<file path="src/rtl/mem_arbiter.sv">
`default_nettype none
// ============================================================================
// Module   : mem_arbiter
// Purpose  : Round-robin 2:1 arbiter sharing one memory port between IFU and LSU.
// Revision : 1.0 - initial release
// ============================================================================
module mem_arbiter #(
   parameter int WIDTH   = 32,
   parameter int TIMEOUT = 255
) (
   input  logic             clk,
   input  logic             rst,
   input  logic             ifu_req_valid,
   output logic             ifu_req_ready,
   input  logic [WIDTH-1:0] ifu_addr,
   output logic             ifu_resp_valid,
   output logic [WIDTH-1:0] ifu_rdata,
   output logic             ifu_err,
   input  logic             lsu_req_valid,
   output logic             lsu_req_ready,
   input  logic [WIDTH-1:0] lsu_addr,
   input  logic             lsu_wen,
   input  logic [WIDTH-1:0] lsu_wdata,
   input  logic [3:0]       lsu_wmask,
   output logic             lsu_resp_valid,
   output logic [WIDTH-1:0] lsu_rdata,
   output logic             lsu_err,
   output logic             mem_req_valid,
   input  logic             mem_req_ready,
   output logic [WIDTH-1:0] mem_addr,
   output logic             mem_wen,
   output logic [WIDTH-1:0] mem_wdata,
   output logic [3:0]       mem_wmask,
   input  logic             mem_resp_valid,
   input  logic [WIDTH-1:0] mem_rdata,
   output logic             busy
);

   typedef enum logic [1:0] {
      S_IDLE = 2'd0,
      S_REQ  = 2'd1,
      S_WAIT = 2'd2,
      S_RESP = 2'd3
   } state_t;

   // The counter only has to reach TIMEOUT-1.
   localparam int                 c_CNT_W    = (TIMEOUT < 2) ? 1 : $clog2(TIMEOUT);
   localparam logic [c_CNT_W-1:0] c_CNT_LAST = c_CNT_W'(TIMEOUT - 1);
   localparam logic               c_OWN_IFU  = 1'b0;
   localparam logic               c_OWN_LSU  = 1'b1;

   state_t             r_state;
   logic               r_owner;
   logic               r_rr_last;
   logic [c_CNT_W-1:0] r_cnt;
   logic               r_mem_req_valid;
   logic [WIDTH-1:0]   r_mem_addr;
   logic               r_mem_wen;
   logic [WIDTH-1:0]   r_mem_wdata;
   logic [3:0]         r_mem_wmask;
   logic               r_ifu_resp_valid;
   logic [WIDTH-1:0]   r_ifu_rdata;
   logic               r_ifu_err;
   logic               r_lsu_resp_valid;
   logic [WIDTH-1:0]   r_lsu_rdata;
   logic               r_lsu_err;

   logic               w_grant_ifu;
   logic               w_grant_lsu;
   logic               w_wait_done;
   logic [WIDTH-1:0]   w_resp_rdata;
   logic               w_resp_err;

   // On a tie the requester that did not win last time is granted.
   always_comb begin
      w_grant_ifu = 1'b0;
      w_grant_lsu = 1'b0;
      if (!rst && r_state == S_IDLE) begin
         if (ifu_req_valid && (!lsu_req_valid || r_rr_last == c_OWN_LSU)) begin
            w_grant_ifu = 1'b1;
         end else if (lsu_req_valid) begin
            w_grant_lsu = 1'b1;
         end
      end
   end

   // A real response beats a coincident timeout; writes return zero data.
   always_comb begin
      w_wait_done  = mem_resp_valid || (r_cnt == c_CNT_LAST);
      w_resp_err   = !mem_resp_valid;
      w_resp_rdata = (mem_resp_valid && !r_mem_wen) ? mem_rdata : '0;
   end

   always_ff @(posedge clk) begin
      if (rst) begin
         r_state          <= S_IDLE;
         r_owner          <= c_OWN_IFU;
         r_rr_last        <= c_OWN_LSU;
         r_cnt            <= '0;
         r_mem_req_valid  <= 1'b0;
         r_mem_addr       <= '0;
         r_mem_wen        <= 1'b0;
         r_mem_wdata      <= '0;
         r_mem_wmask      <= 4'b0000;
         r_ifu_resp_valid <= 1'b0;
         r_ifu_rdata      <= '0;
         r_ifu_err        <= 1'b0;
         r_lsu_resp_valid <= 1'b0;
         r_lsu_rdata      <= '0;
         r_lsu_err        <= 1'b0;
      end else begin
         r_ifu_resp_valid <= 1'b0;
         r_ifu_rdata      <= '0;
         r_ifu_err        <= 1'b0;
         r_lsu_resp_valid <= 1'b0;
         r_lsu_rdata      <= '0;
         r_lsu_err        <= 1'b0;
         case (r_state)
            S_IDLE: begin
               if (w_grant_ifu) begin
                  r_mem_addr      <= ifu_addr;
                  r_mem_wen       <= 1'b0;
                  r_mem_wdata     <= '0;
                  r_mem_wmask     <= 4'b0000;
                  r_owner         <= c_OWN_IFU;
                  r_rr_last       <= c_OWN_IFU;
                  r_mem_req_valid <= 1'b1;
                  r_state         <= S_REQ;
               end else if (w_grant_lsu) begin
                  r_mem_addr      <= lsu_addr;
                  r_mem_wen       <= lsu_wen;
                  r_mem_wdata     <= lsu_wdata;
                  r_mem_wmask     <= lsu_wmask;
                  r_owner         <= c_OWN_LSU;
                  r_rr_last       <= c_OWN_LSU;
                  r_mem_req_valid <= 1'b1;
                  r_state         <= S_REQ;
               end
            end
            S_REQ: begin
               if (mem_req_ready) begin
                  r_mem_req_valid <= 1'b0;
                  r_cnt           <= '0;
                  r_state         <= S_WAIT;
               end
            end
            S_WAIT: begin
               r_cnt <= r_cnt + c_CNT_W'(1);
               if (w_wait_done) begin
                  if (r_owner == c_OWN_IFU) begin
                     r_ifu_resp_valid <= 1'b1;
                     r_ifu_rdata      <= w_resp_rdata;
                     r_ifu_err        <= w_resp_err;
                  end else begin
                     r_lsu_resp_valid <= 1'b1;
                     r_lsu_rdata      <= w_resp_rdata;
                     r_lsu_err        <= w_resp_err;
                  end
                  r_state <= S_RESP;
               end
            end
            S_RESP: begin
               r_cnt   <= '0;
               r_state <= S_IDLE;
            end
            default: r_state <= S_IDLE;
         endcase
      end
   end

   assign ifu_req_ready  = w_grant_ifu;
   assign lsu_req_ready  = w_grant_lsu;
   assign ifu_resp_valid = r_ifu_resp_valid;
   assign ifu_rdata      = r_ifu_rdata;
   assign ifu_err        = r_ifu_err;
   assign lsu_resp_valid = r_lsu_resp_valid;
   assign lsu_rdata      = r_lsu_rdata;
   assign lsu_err        = r_lsu_err;
   assign mem_req_valid  = r_mem_req_valid;
   assign mem_addr       = r_mem_addr;
   assign mem_wen        = r_mem_wen;
   assign mem_wdata      = r_mem_wdata;
   assign mem_wmask      = r_mem_wmask;
   assign busy           = (r_state != S_IDLE);

endmodule
`default_nettype wire

</file>
<file path="config.mk">
export PLATFORM = sky130hd
export DESIGN_NAME = mem_arbiter
export DESIGN_NICKNAME = d
export VERILOG_FILES = /design/src/rtl/mem_arbiter.sv
export SDC_FILE = /design/constraint.sdc
export NUM_CORES = 1
export LEC_CHECK = 0
export CORE_AREA = 5 5 123 125
export CTS_BUF_LIST = sky130_fd_sc_hd__clkbuf_16
export CTS_CLUSTER_DIAMETER = 30
export DETAILED_ROUTE_END_ITERATION = 10
export DIE_AREA = 0 0 128 130
export PLACE_DENSITY = 0.76
export SYNTH_ARGS = -nofsm -noshare
export SYNTH_HDL_FRONTEND = slang
export SYNTH_SLANG_ARGS = --single-unit
export TNS_END_PERCENT = 1
</file>
<file path="constraint.sdc">
create_clock -name clk -period 2.3 [get_ports clk]
set_clock_uncertainty 0.1 [all_clocks]
set_input_delay 0.69 -clock clk [delete_from_list [all_inputs] [get_ports clk]]
set_output_delay 0.69 -clock clk [all_outputs]
set_load 0.01 [all_outputs]
</file>
==> impl_results.html, run 1 <==
<table>
<tr><th>Metric</th><th>Value</th></tr>
<tr><th colspan="2">Run status</th></tr>
<tr><td>Result of the run</td><td>finished clean</td></tr>
<tr><th colspan="2">Global routing</th></tr>
<tr><td>Total Routing Usage GR</td><td>approximately a fifth</td></tr>
<tr><td>First-pass GRT wire length</td><td>approximately 25000 um</td></tr>
<tr><td>Initial antenna violation count</td><td>0</td></tr>
<tr><td>Global route total overflow</td><td>0</td></tr>
<tr><td>Number of global-route vias before repair</td><td>4952</td></tr>
<tr><td>Largest net degree at the start of global routing</td><td>65</td></tr>
<tr><th colspan="2">Synth</th></tr>
<tr><td>Number of cells produced by synthesis</td><td>a little over 500</td></tr>
<tr><td>Synth Area per Inst</td><td>10.5 um^2</td></tr>
<tr><td>Synthesized-area fraction occupied by ao, oa, aoi and oai cells</td><td>~12%</td></tr>
<tr><td>Combinational family with the most area after synthesis</td><td>simple AND/OR/NAND/NOR gates</td></tr>
<tr><td>Simple-gate area share of the yosys netlist</td><td>17.4%</td></tr>
<tr><td>Xor/xnor share of the synthesized area</td><td>less than 1%</td></tr>
<tr><td>Yosys warning total</td><td>0</td></tr>
<tr><td>Synth Area in Adders</td><td>1.42%</td></tr>
<tr><td>Synth Register Bits</td><td>150</td></tr>
<tr><td>Seq/Total Area, Yosys</td><td>57.0%</td></tr>
<tr><td>Area of the mapped netlist</td><td>between 5000 and 6000 um^2</td></tr>
<tr><td>Post-synthesis cell type count</td><td>38</td></tr>
<tr><td>Multiplexer share of the synthesized area</td><td>7.41%</td></tr>
<tr><td>Net count after synthesis</td><td>649</td></tr>
<tr><th colspan="2">Finish</th></tr>
<tr><td>Total area of multi-input combinational cells</td><td>2050 um^2</td></tr>
<tr><td>Number of nets in the finished design</td><td>roughly 930</td></tr>
<tr><td>Area growth syn-to-layout</td><td>69.2%</td></tr>
<tr><td>Layout cell share with drive strength beyond 1</td><td>between 9 and 10%</td></tr>
<tr><td>Fillcell total</td><td>1098</td></tr>
<tr><td>Number of cells in the finished layout apart from fillers</td><td>976</td></tr>
<tr><td>Final core utilization</td><td>between 60% and 70%</td></tr>
<tr><td>Sequential standard cell area</td><td>3000 um^2</td></tr>
<tr><td>Antenna Diode Count</td><td>0</td></tr>
<tr><th colspan="2">Floorplan</th></tr>
<tr><td>Std cell rows</td><td>43</td></tr>
<tr><td>Initial cell density of the core</td><td>approximately two fifths</td></tr>
<tr><td>Total die area</td><td>16600 um^2</td></tr>
<tr><td>Core Footprint</td><td>13800 um^2</td></tr>
<tr><td>Horizontal die dimension</td><td>approximately 130 um</td></tr>
<tr><td>Floorplan die height</td><td>roughly 130 um</td></tr>
<tr><td>Number of top-level design ports</td><td>280</td></tr>
<tr><th colspan="2">Critical path</th></tr>
<tr><td>CP top delay family</td><td>simple AND/OR/NAND/NOR gates</td></tr>
<tr><td>Setup crit start kind</td><td>flip-flop</td></tr>
<tr><td>Data arrival, critical path</td><td>between 1 and 1.5 ns</td></tr>
<tr><td>Type of element capturing the critical path</td><td>output port</td></tr>
<tr><td>Required time at the endpoint of the critical path</td><td>1.51 ns</td></tr>
<tr><td>Launch instance of the worst register-to-register path</td><td>r_state[1]$_SDFFE_PP0P_</td></tr>
<tr><td>Count of cell instances traversed by the critical path</td><td>5</td></tr>
<tr><td>CP bufs+invs</td><td>2</td></tr>
<tr><td>CP max FO</td><td>3</td></tr>
<tr><td>Kind of critical path</td><td>flip-flop to output port</td></tr>
<tr><td>Cell-by-cell listing of the critical path</td><td>inv_1, ha_2, nor2b_4, and3_4, buf_2</td></tr>
<tr><td>Setup slack of the worst register-to-register path</td><td>0.15 ns</td></tr>
<tr><td>Worst Reg2Reg Path Length in Cells</td><td>7</td></tr>
<tr><td>Setup crit start</td><td>r_state[1]$_SDFFE_PP0P_</td></tr>
<tr><td>Delay contributed by the slowest stage of the critical path</td><td>between 0.3 and 0.4 ns</td></tr>
<tr><td>Critical-path top delay cell</td><td>sky130_fd_sc_hd__dfxtp_1</td></tr>
<tr><td>Endpoint of the worst register-to-register path</td><td>mem_addr[3]$_SDFFE_PP0P_</td></tr>
<tr><th colspan="2">Hold path</th></tr>
<tr><td>Type of the most critical hold path</td><td>flip-flop to flip-flop</td></tr>
<tr><td>HP Start</td><td>mem_addr[26]$_SDFFE_PP0P_</td></tr>
<tr><td>Hold worst-path end</td><td>mem_addr[26]$_SDFFE_PP0P_</td></tr>
<tr><td>Hold path depth</td><td>2</td></tr>
<tr><th colspan="2">STA</th></tr>
<tr><td>Max Clk Rate</td><td>438 MHz</td></tr>
<tr><td>Hold Slack</td><td>0.396 ns</td></tr>
<tr><td>Worst slew margin relative to its limit</td><td>58.6%</td></tr>
<tr><td>Pins over their slew limit</td><td>0</td></tr>
<tr><td>Final-report setup violation count</td><td>0</td></tr>
<tr><td>Slew of the pin with the lowest slew margin</td><td>roughly 0.62 ns</td></tr>
<tr><td>Setup TNS</td><td>0 ns</td></tr>
<tr><td>Final worst-path setup slack</td><td>~0.018 ns</td></tr>
<tr><td>Time the final worst path needs with I/O delays and setup</td><td>2.28 ns</td></tr>
<tr><td>Final number of hold-violating endpoints</td><td>0</td></tr>
<tr><td>Share of the clock period used by the worst path</td><td>99.2%</td></tr>
<tr><td>Unrepaired setup endpoints after global routing</td><td>yes</td></tr>
<tr><th colspan="2">Power and ir drop</th></tr>
<tr><td>Static leakage</td><td>3.56 nW</td></tr>
<tr><td>IR drop worst, VDD</td><td>0.000567 V</td></tr>
<tr><td>Power density normalized to cell area</td><td>904 nW/um^2</td></tr>
<tr><th colspan="2">Route</th></tr>
<tr><td>DRC marker count from the first detailed-route iteration</td><td>215</td></tr>
<tr><td>Drt drc</td><td>0</td></tr>
<tr><td>Number of detailed-route iterations in the first pass</td><td>4</td></tr>
<tr><td>Vias post-DR</td><td>4799</td></tr>
<tr><td>Routed length per placed instance</td><td>16.9 um</td></tr>
<tr><td>Via/cell ratio</td><td>between 4 and 5</td></tr>
<tr><td>Final WL</td><td>16500 um</td></tr>
<tr><td>Number of nets with antenna violations after detailed routing</td><td>0</td></tr>
<tr><th colspan="2">Placement</th></tr>
<tr><td>Post-placement worst setup slack</td><td>-0.449 ns</td></tr>
<tr><td>Total of buffers placed on input and output ports</td><td>279</td></tr>
<tr><td>Post-detail-place hpwl</td><td>12400 um</td></tr>
<tr><td>Placed Cells</td><td>943</td></tr>
<tr><td>GP Congestion</td><td>0.798</td></tr>
<tr><th colspan="2">Clock network</th></tr>
<tr><td>CTS tree</td><td>done</td></tr>
<tr><td>Clock insertion delay at the later pin of the skew report</td><td>around 0.42 ns</td></tr>
<tr><td>Max H-tree Level</td><td>4</td></tr>
<tr><td>Clock root buffer master</td><td>sky130_fd_sc_hd__clkbuf_16</td></tr>
<tr><td>CTS sink count</td><td>150</td></tr>
<tr><td>Clock-pin transition on the worst setup and hold timing paths</td><td>0.06 ns</td></tr>
<tr><td>CTS Buffer Depth</td><td>2</td></tr>
<tr><td>Total CTS buffers</td><td>17</td></tr>
<tr><th colspan="2">Flow run</th></tr>
<tr><td>Maximum Capacitance Violations</td><td>0</td></tr>
</table>
stage by stage:
step	cell area, um^2	total power, mW
global placement	8310	5.26
detailed placement	8310	5.32
floorplan	5270	4.19
finish	8910	8.06
global route	8910	8.47
CTS	8910	8.13
layout by cell type, fill, tap and decap left out, types with 2 or more instances in the layout:
cell / Yosys / final
sky130_fd_sc_hd__clkinv_4: 0 / 4
sky130_fd_sc_hd__dlygate4sd2_1: 0 / 2
sky130_fd_sc_hd__xnor2_1: 3 / 3
sky130_fd_sc_hd__nor2b_1: 4 / 3
sky130_fd_sc_hd__inv_1: 9 / 8
sky130_fd_sc_hd__mux2i_1: 39 / 39
sky130_fd_sc_hd__nor3_1: 8 / 8
sky130_fd_sc_hd__dfxtp_1: 150 / 150
sky130_fd_sc_hd__or3_1: 2 / 2
sky130_fd_sc_hd__and3_4: 0 / 2
sky130_fd_sc_hd__inv_8: 0 / 3
sky130_fd_sc_hd__clkdlybuf4s50_1: 0 / 273
sky130_fd_sc_hd__inv_6: 0 / 3
sky130_fd_sc_hd__nor4_4: 2 / 2
sky130_fd_sc_hd__inv_2: 1 / 2
sky130_fd_sc_hd__nand2b_1: 2 / 2
sky130_fd_sc_hd__a22oi_1: 31 / 31
sky130_fd_sc_hd__buf_12: 0 / 4
sky130_fd_sc_hd__and3_1: 66 / 64
sky130_fd_sc_hd__clkbuf_16: 0 / 17
sky130_fd_sc_hd__buf_2: 14 / 2
sky130_fd_sc_hd__nand2_1: 6 / 6
sky130_fd_sc_hd__o21ai_0: 6 / 6
sky130_fd_sc_hd__ha_1: 6 / 5
sky130_fd_sc_hd__nor2_1: 69 / 69
sky130_fd_sc_hd__a21oi_1: 7 / 7
sky130_fd_sc_hd__a211oi_1: 33 / 33
sky130_fd_sc_hd__bufinv_16: 0 / 2
sky130_fd_sc_hd__buf_4: 1 / 19
sky130_fd_sc_hd__nand3_1: 4 / 4
cells in the mapped netlist, drive strengths merged:
library cell	number	area, um^2
buf	22	126
nor2	69	259
and3	66	413
xnor2	3	26.3
a221oi	1	15.0
a41oi	1	27.5
a22oi	31	233
a21oi	7	35.0
nand3	4	20.0
xor2	1	8.76
clkbuf	20	75.1
a211oi	33	248
nor4	3	48.8
nor3	8	40.0
nor4b	1	15.0
inv	10	37.5
or4	1	7.51
o21ai	7	35.0
or2	1	6.26
a221o	1	10.0
mux2i	39	390
nand2b	2	12.5
or3	2	12.5
dfxtp	150	3000
and4	1	11.3
nand4	1	6.26
nand2	6	22.5
ha	6	75.1
nor2b	5	33.8
o21a	1	7.51
or3b	1	8.76
repair_timing:
| action | CTS | global route |
|---|---|---|
| gates cloned | 0 | 0 |
| setup buffers | 0 | 1 |
| hold buffers | 0 | 0 |
| setup endpoints to repair | 3 | 5 |
| gates resized for setup | 17 | 2 |
| pin swaps | 1 | 0 |
cell type report:
cell class | count | area share (%)
sequential | 150 | 33.7
clock inverter | 15 | 1.92
inverter | 10 | 0.421
timing repair buffer | 302 | 33.6
clock buffer | 17 | 4.77
multi-input combinational | 302 | 23.0
tap | 180 | 2.53
worst min-delay path, cell delays in order, from the launching register on:
cell and delay (ns):
sky130_fd_sc_hd__dfxtp_1 0.31, sky130_fd_sc_hd__nor2_1 0.09, sky130_fd_sc_hd__a211oi_1 0.05
metal layers:
layer,vias up,GRT usage (%),routed length (um)
met5,-,0,0
met4,0,9.43,493
met1,2203,21.0,6330
met2,231,33.4,7970
met3,28,7.78,1680
li1,2337,-,-
sequential cells by signal (all words and copies together), names as in the netlist:
register and flops:
lsu_rdata 32, mem_wmask 4, r_owner 1, mem_addr 32, mem_req_valid 1, r_rr_last 1, r_cnt 8, mem_wdata 32
lsu_resp_valid 1, ifu_resp_valid 1, ifu_err 1, lsu_err 1, mem_wen 1, ifu_rdata 32, r_state 2
kinds of logic (layout without fill, tap and decap cells):
kind of cell | after synthesis | count (layout)
adders and majority gates | 6 | 6
muxes | 39 | 39
AOI/OAI and AO/OA | 82 | 82
xor gates and xnor gates | 4 | 4
buffers and inverters | 52 | 344
and+or+nand+nor | 171 | 171
DFF | 150 | 150
power breakdown:
part,internal [mW],leakage [nW],switching (mW),total (mW)
Combinational,1.18,2.05,1.07,2.25
Clock,1.63,0.292,1.15,2.78
Sequential,2.88,1.22,0.155,3.03
how the worst max path moves through the flow:
stage                               end
after floorplan           lsu_req_ready
after global placement    ifu_req_ready
after detailed placement  ifu_req_ready
after CTS                 ifu_req_ready
after global routing      lsu_req_ready
final                     lsu_req_ready
Power figures use the tool's default switching activity.
==> run 2: changes to the inputs <==
- PLACE_DENSITY: 0.76 -> 0.9
==> run 2 against run 1 <==
Compared with the run above:
- via count shrank 0.73%
- count of clock-buffer cells in the layout is the same
- setup slack gained 0.030 ns
- total power grew 0.64%
- combinational power grew 2%
==> impl_results.html, run 2 (synthesis results as in run 1) <==
<table>
<tr><th>Metric</th><th>Value</th></tr>
<tr><th colspan="2">Run status</th></tr>
<tr><td>Result of the run</td><td>finished clean</td></tr>
<tr><th colspan="2">Route</th></tr>
<tr><td>Vias post-DR</td><td>~4800</td></tr>
<tr><td>Routed length per placed instance</td><td>roughly 17 um</td></tr>
<tr><td>Drt drc</td><td>0</td></tr>
<tr><td>DRC marker count from the first detailed-route iteration</td><td>221</td></tr>
<tr><td>Number of nets with antenna violations after detailed routing</td><td>0</td></tr>
<tr><td>Total met3 wirelength after detailed routing</td><td>1760 um</td></tr>
<tr><td>Wire length on met2</td><td>8170 um</td></tr>
<tr><td>Highest metal layer with signal wires</td><td>met4</td></tr>
<tr><td>Post-route met1 wirelength</td><td>6130 um</td></tr>
<tr><td>Final WL</td><td>16300 um</td></tr>
<tr><td>Via/cell ratio</td><td>4.88</td></tr>
<tr><td>Number of detailed-route iterations in the first pass</td><td>4</td></tr>
<tr><th colspan="2">Placement</th></tr>
<tr><td>Post-detail-place hpwl</td><td>12200 um</td></tr>
<tr><td>Placed Cells</td><td>around 940</td></tr>
<tr><td>Total of buffers placed on input and output ports</td><td>between 200 and 300</td></tr>
<tr><td>Post-placement worst setup slack</td><td>-0.546 ns</td></tr>
<tr><td>GP Congestion</td><td>0.788</td></tr>
<tr><th colspan="2">Critical path</th></tr>
<tr><td>Delay contributed by the slowest stage of the critical path</td><td>approximately 0.32 ns</td></tr>
<tr><td>Setup crit start</td><td>r_state[0]$_SDFFE_PP0P_</td></tr>
<tr><td>CP max FO</td><td>3</td></tr>
<tr><td>Critical-path top delay cell</td><td>sky130_fd_sc_hd__dfxtp_2</td></tr>
<tr><td>Type of element capturing the critical path</td><td>output port</td></tr>
<tr><td>Setup crit start kind</td><td>flip-flop</td></tr>
<tr><td>Worst Reg2Reg Path Length in Cells</td><td>7</td></tr>
<tr><td>Data arrival, critical path</td><td>around 1.5 ns</td></tr>
<tr><td>Required time at the endpoint of the critical path</td><td>1.51 ns</td></tr>
<tr><td>Kind of critical path</td><td>flip-flop to output port</td></tr>
<tr><td>Setup slack of the worst register-to-register path</td><td>0.18 ns</td></tr>
<tr><td>Launch instance of the worst register-to-register path</td><td>r_state[0]$_SDFFE_PP0P_</td></tr>
<tr><td>Cell-by-cell listing of the critical path</td><td>inv_2, ha_4, nor2b_4, and3_4, buf_6</td></tr>
<tr><th colspan="2">STA</th></tr>
<tr><td>Final worst-path setup slack</td><td>0.0477 ns</td></tr>
<tr><td>Setup TNS</td><td>0 ns</td></tr>
<tr><td>Unrepaired setup endpoints after global routing</td><td>yes</td></tr>
<tr><td>Final-report setup violation count</td><td>0</td></tr>
<tr><td>Final number of hold-violating endpoints</td><td>0</td></tr>
<tr><td>Share of the clock period used by the worst path</td><td>97.9%</td></tr>
<tr><td>Pins over their slew limit</td><td>0</td></tr>
<tr><td>Worst slew margin relative to its limit</td><td>between 40 and 50%</td></tr>
<tr><td>Max Clk Rate</td><td>444 MHz</td></tr>
<tr><td>Time the final worst path needs with I/O delays and setup</td><td>roughly 2.3 ns</td></tr>
<tr><td>Slew of the pin with the lowest slew margin</td><td>0.864 ns</td></tr>
<tr><th colspan="2">Power and ir drop</th></tr>
<tr><td>Internal cell power</td><td>5.81 mW</td></tr>
<tr><td>Net switching power</td><td>around 2.3 mW</td></tr>
<tr><td>Sequential group share of total power</td><td>between 30% and 40%</td></tr>
<tr><td>Switching share of power</td><td>28.3%</td></tr>
<tr><td>IR drop worst, VDD</td><td>0.000697 V</td></tr>
<tr><td>Overall Power</td><td>8.11 mW</td></tr>
<tr><td>Static leakage</td><td>3.57 nW</td></tr>
<tr><td>Clock network fraction of total power</td><td>34.4%</td></tr>
<tr><td>Combinational Power Share</td><td>around 28%</td></tr>
<tr><td>Power density normalized to cell area</td><td>906 nW/um^2</td></tr>
<tr><th colspan="2">Floorplan</th></tr>
<tr><td>Core Footprint</td><td>13800 um^2</td></tr>
<tr><td>Initial cell density of the core</td><td>around two fifths</td></tr>
<tr><td>Total die area</td><td>approximately 17000 um^2</td></tr>
<tr><td>Floorplan die height</td><td>130 um</td></tr>
<tr><td>Std cell rows</td><td>43</td></tr>
<tr><td>Horizontal die dimension</td><td>128 um</td></tr>
<tr><td>Number of top-level design ports</td><td>280</td></tr>
<tr><th colspan="2">Finish</th></tr>
<tr><td>Antenna Diode Count</td><td>0</td></tr>
<tr><td>Commonest non-fill, non-tap cells in the layout</td><td>sky130_fd_sc_hd__clkdlybuf4s50_1 (273), sky130_fd_sc_hd__dfxtp_1 (148), sky130_fd_sc_hd__nor2_1 (69), sky130_fd_sc_hd__and3_1 (64), sky130_fd_sc_hd__mux2i_1 (39)</td></tr>
<tr><td>Layout cell share with drive strength beyond 1</td><td>roughly 9.3%</td></tr>
<tr><td>Commonest non-fill, non-tap cell in the layout</td><td>sky130_fd_sc_hd__clkdlybuf4s50_1</td></tr>
<tr><td>Number of nets in the finished design</td><td>a little over 900</td></tr>
<tr><td>Number of cells in the finished layout apart from fillers</td><td>about 980</td></tr>
<tr><td>Final core utilization</td><td>about two thirds</td></tr>
<tr><td>Area growth syn-to-layout</td><td>69.9%</td></tr>
<tr><th colspan="2">Clock network</th></tr>
<tr><td>Total CTS buffers</td><td>17</td></tr>
<tr><td>CTS tree</td><td>done</td></tr>
<tr><td>Clock-pin transition on the worst setup and hold timing paths</td><td>0.06 ns</td></tr>
<tr><td>Clock root buffer master</td><td>sky130_fd_sc_hd__clkbuf_16</td></tr>
<tr><td>CTS sink count</td><td>150</td></tr>
<tr><td>Clock insertion delay at the later pin of the skew report</td><td>0.40 ns</td></tr>
<tr><td>Count of hold-fix buffers inserted at cts</td><td>0</td></tr>
<tr><td>CTS Buffer Depth</td><td>2</td></tr>
<tr><td>Max H-tree Level</td><td>4</td></tr>
<tr><th colspan="2">Hold path</th></tr>
<tr><td>Hold path depth</td><td>2</td></tr>
<tr><td>Type of the most critical hold path</td><td>flip-flop to flip-flop</td></tr>
<tr><td>HP Start</td><td>mem_addr[10]$_SDFFE_PP0P_</td></tr>
<tr><th colspan="2">Flow run</th></tr>
<tr><td>Maximum Capacitance Violations</td><td>0</td></tr>
<tr><th colspan="2">Global routing</th></tr>
<tr><td>Number of global-route vias before repair</td><td>4812</td></tr>
<tr><td>Largest net degree at the start of global routing</td><td>between 70 and 80</td></tr>
<tr><td>Initial antenna violation count</td><td>0</td></tr>
<tr><td>Global route total overflow</td><td>0</td></tr>
<tr><td>First-pass GRT wire length</td><td>approximately 25000 um</td></tr>
<tr><td>Total Routing Usage GR</td><td>roughly a fifth</td></tr>
</table>
run 2: final cells by class:
class                           instances  area, um^2
Inverter                               10        37.5
Clock inverter                         14         175
Timing Repair Buffer                  303        3020
Clock buffer                           17         425
Sequential cell                       150        3010
Tap cell                              180         225
Multi-Input combinational cell        302        2060
Fill cell                            1061        4820
run 2: critical path, delay by kind of cell (launching register included):
kind	cells	cell delay, ns
buf+inv	2	0.18
flops	1	0.32
fa+ha+maj	1	0.14
simple gates	2	0.40
run 2: worst paths after layout:
check | to
setup / recovery | ifu_req_ready
setup reg to reg | mem_addr[22]$_SDFFE_PP0P_
hold reg to reg | mem_addr[10]$_SDFFE_PP0P_
hold / removal | mem_addr[10]$_SDFFE_PP0P_
run 2: per-layer routing:
metal	up-vias	global-route usage (%)
li1	2352	-
met1	2184	20.0
met2	210	33.8
met5	-	0
met4	0	5.74
met3	18	9.50
run 2: metrics by stage:
stage	hold slack, ns	area [um^2]
detailed placement	0.383	8310
floorplan	0.351	5270
finish	0.394	8950
global placement	0.374	8310
CTS	0.394	8930
global route	0.413	8950
run 2: power by group through the flow:
stage,Sequential (mW),Combinational (mW),Clock [mW]
final,3.03,2.29,2.79
after global routing,3.07,2.50,2.98
after CTS,3.03,2.27,2.85
after detailed placement,3.08,2.25,0
after global placement,3.07,2.20,0
after floorplan,3.19,1.00,0
run 2: repair_timing:
| action | in CTS | in global routing |
|---|---|---|
| pin swaps | 2 | 2 |
| endpoints found under the setup margin | 3 | 6 |
| buffers inserted | 1 | 2 |
| resized for setup | 17 | 4 |
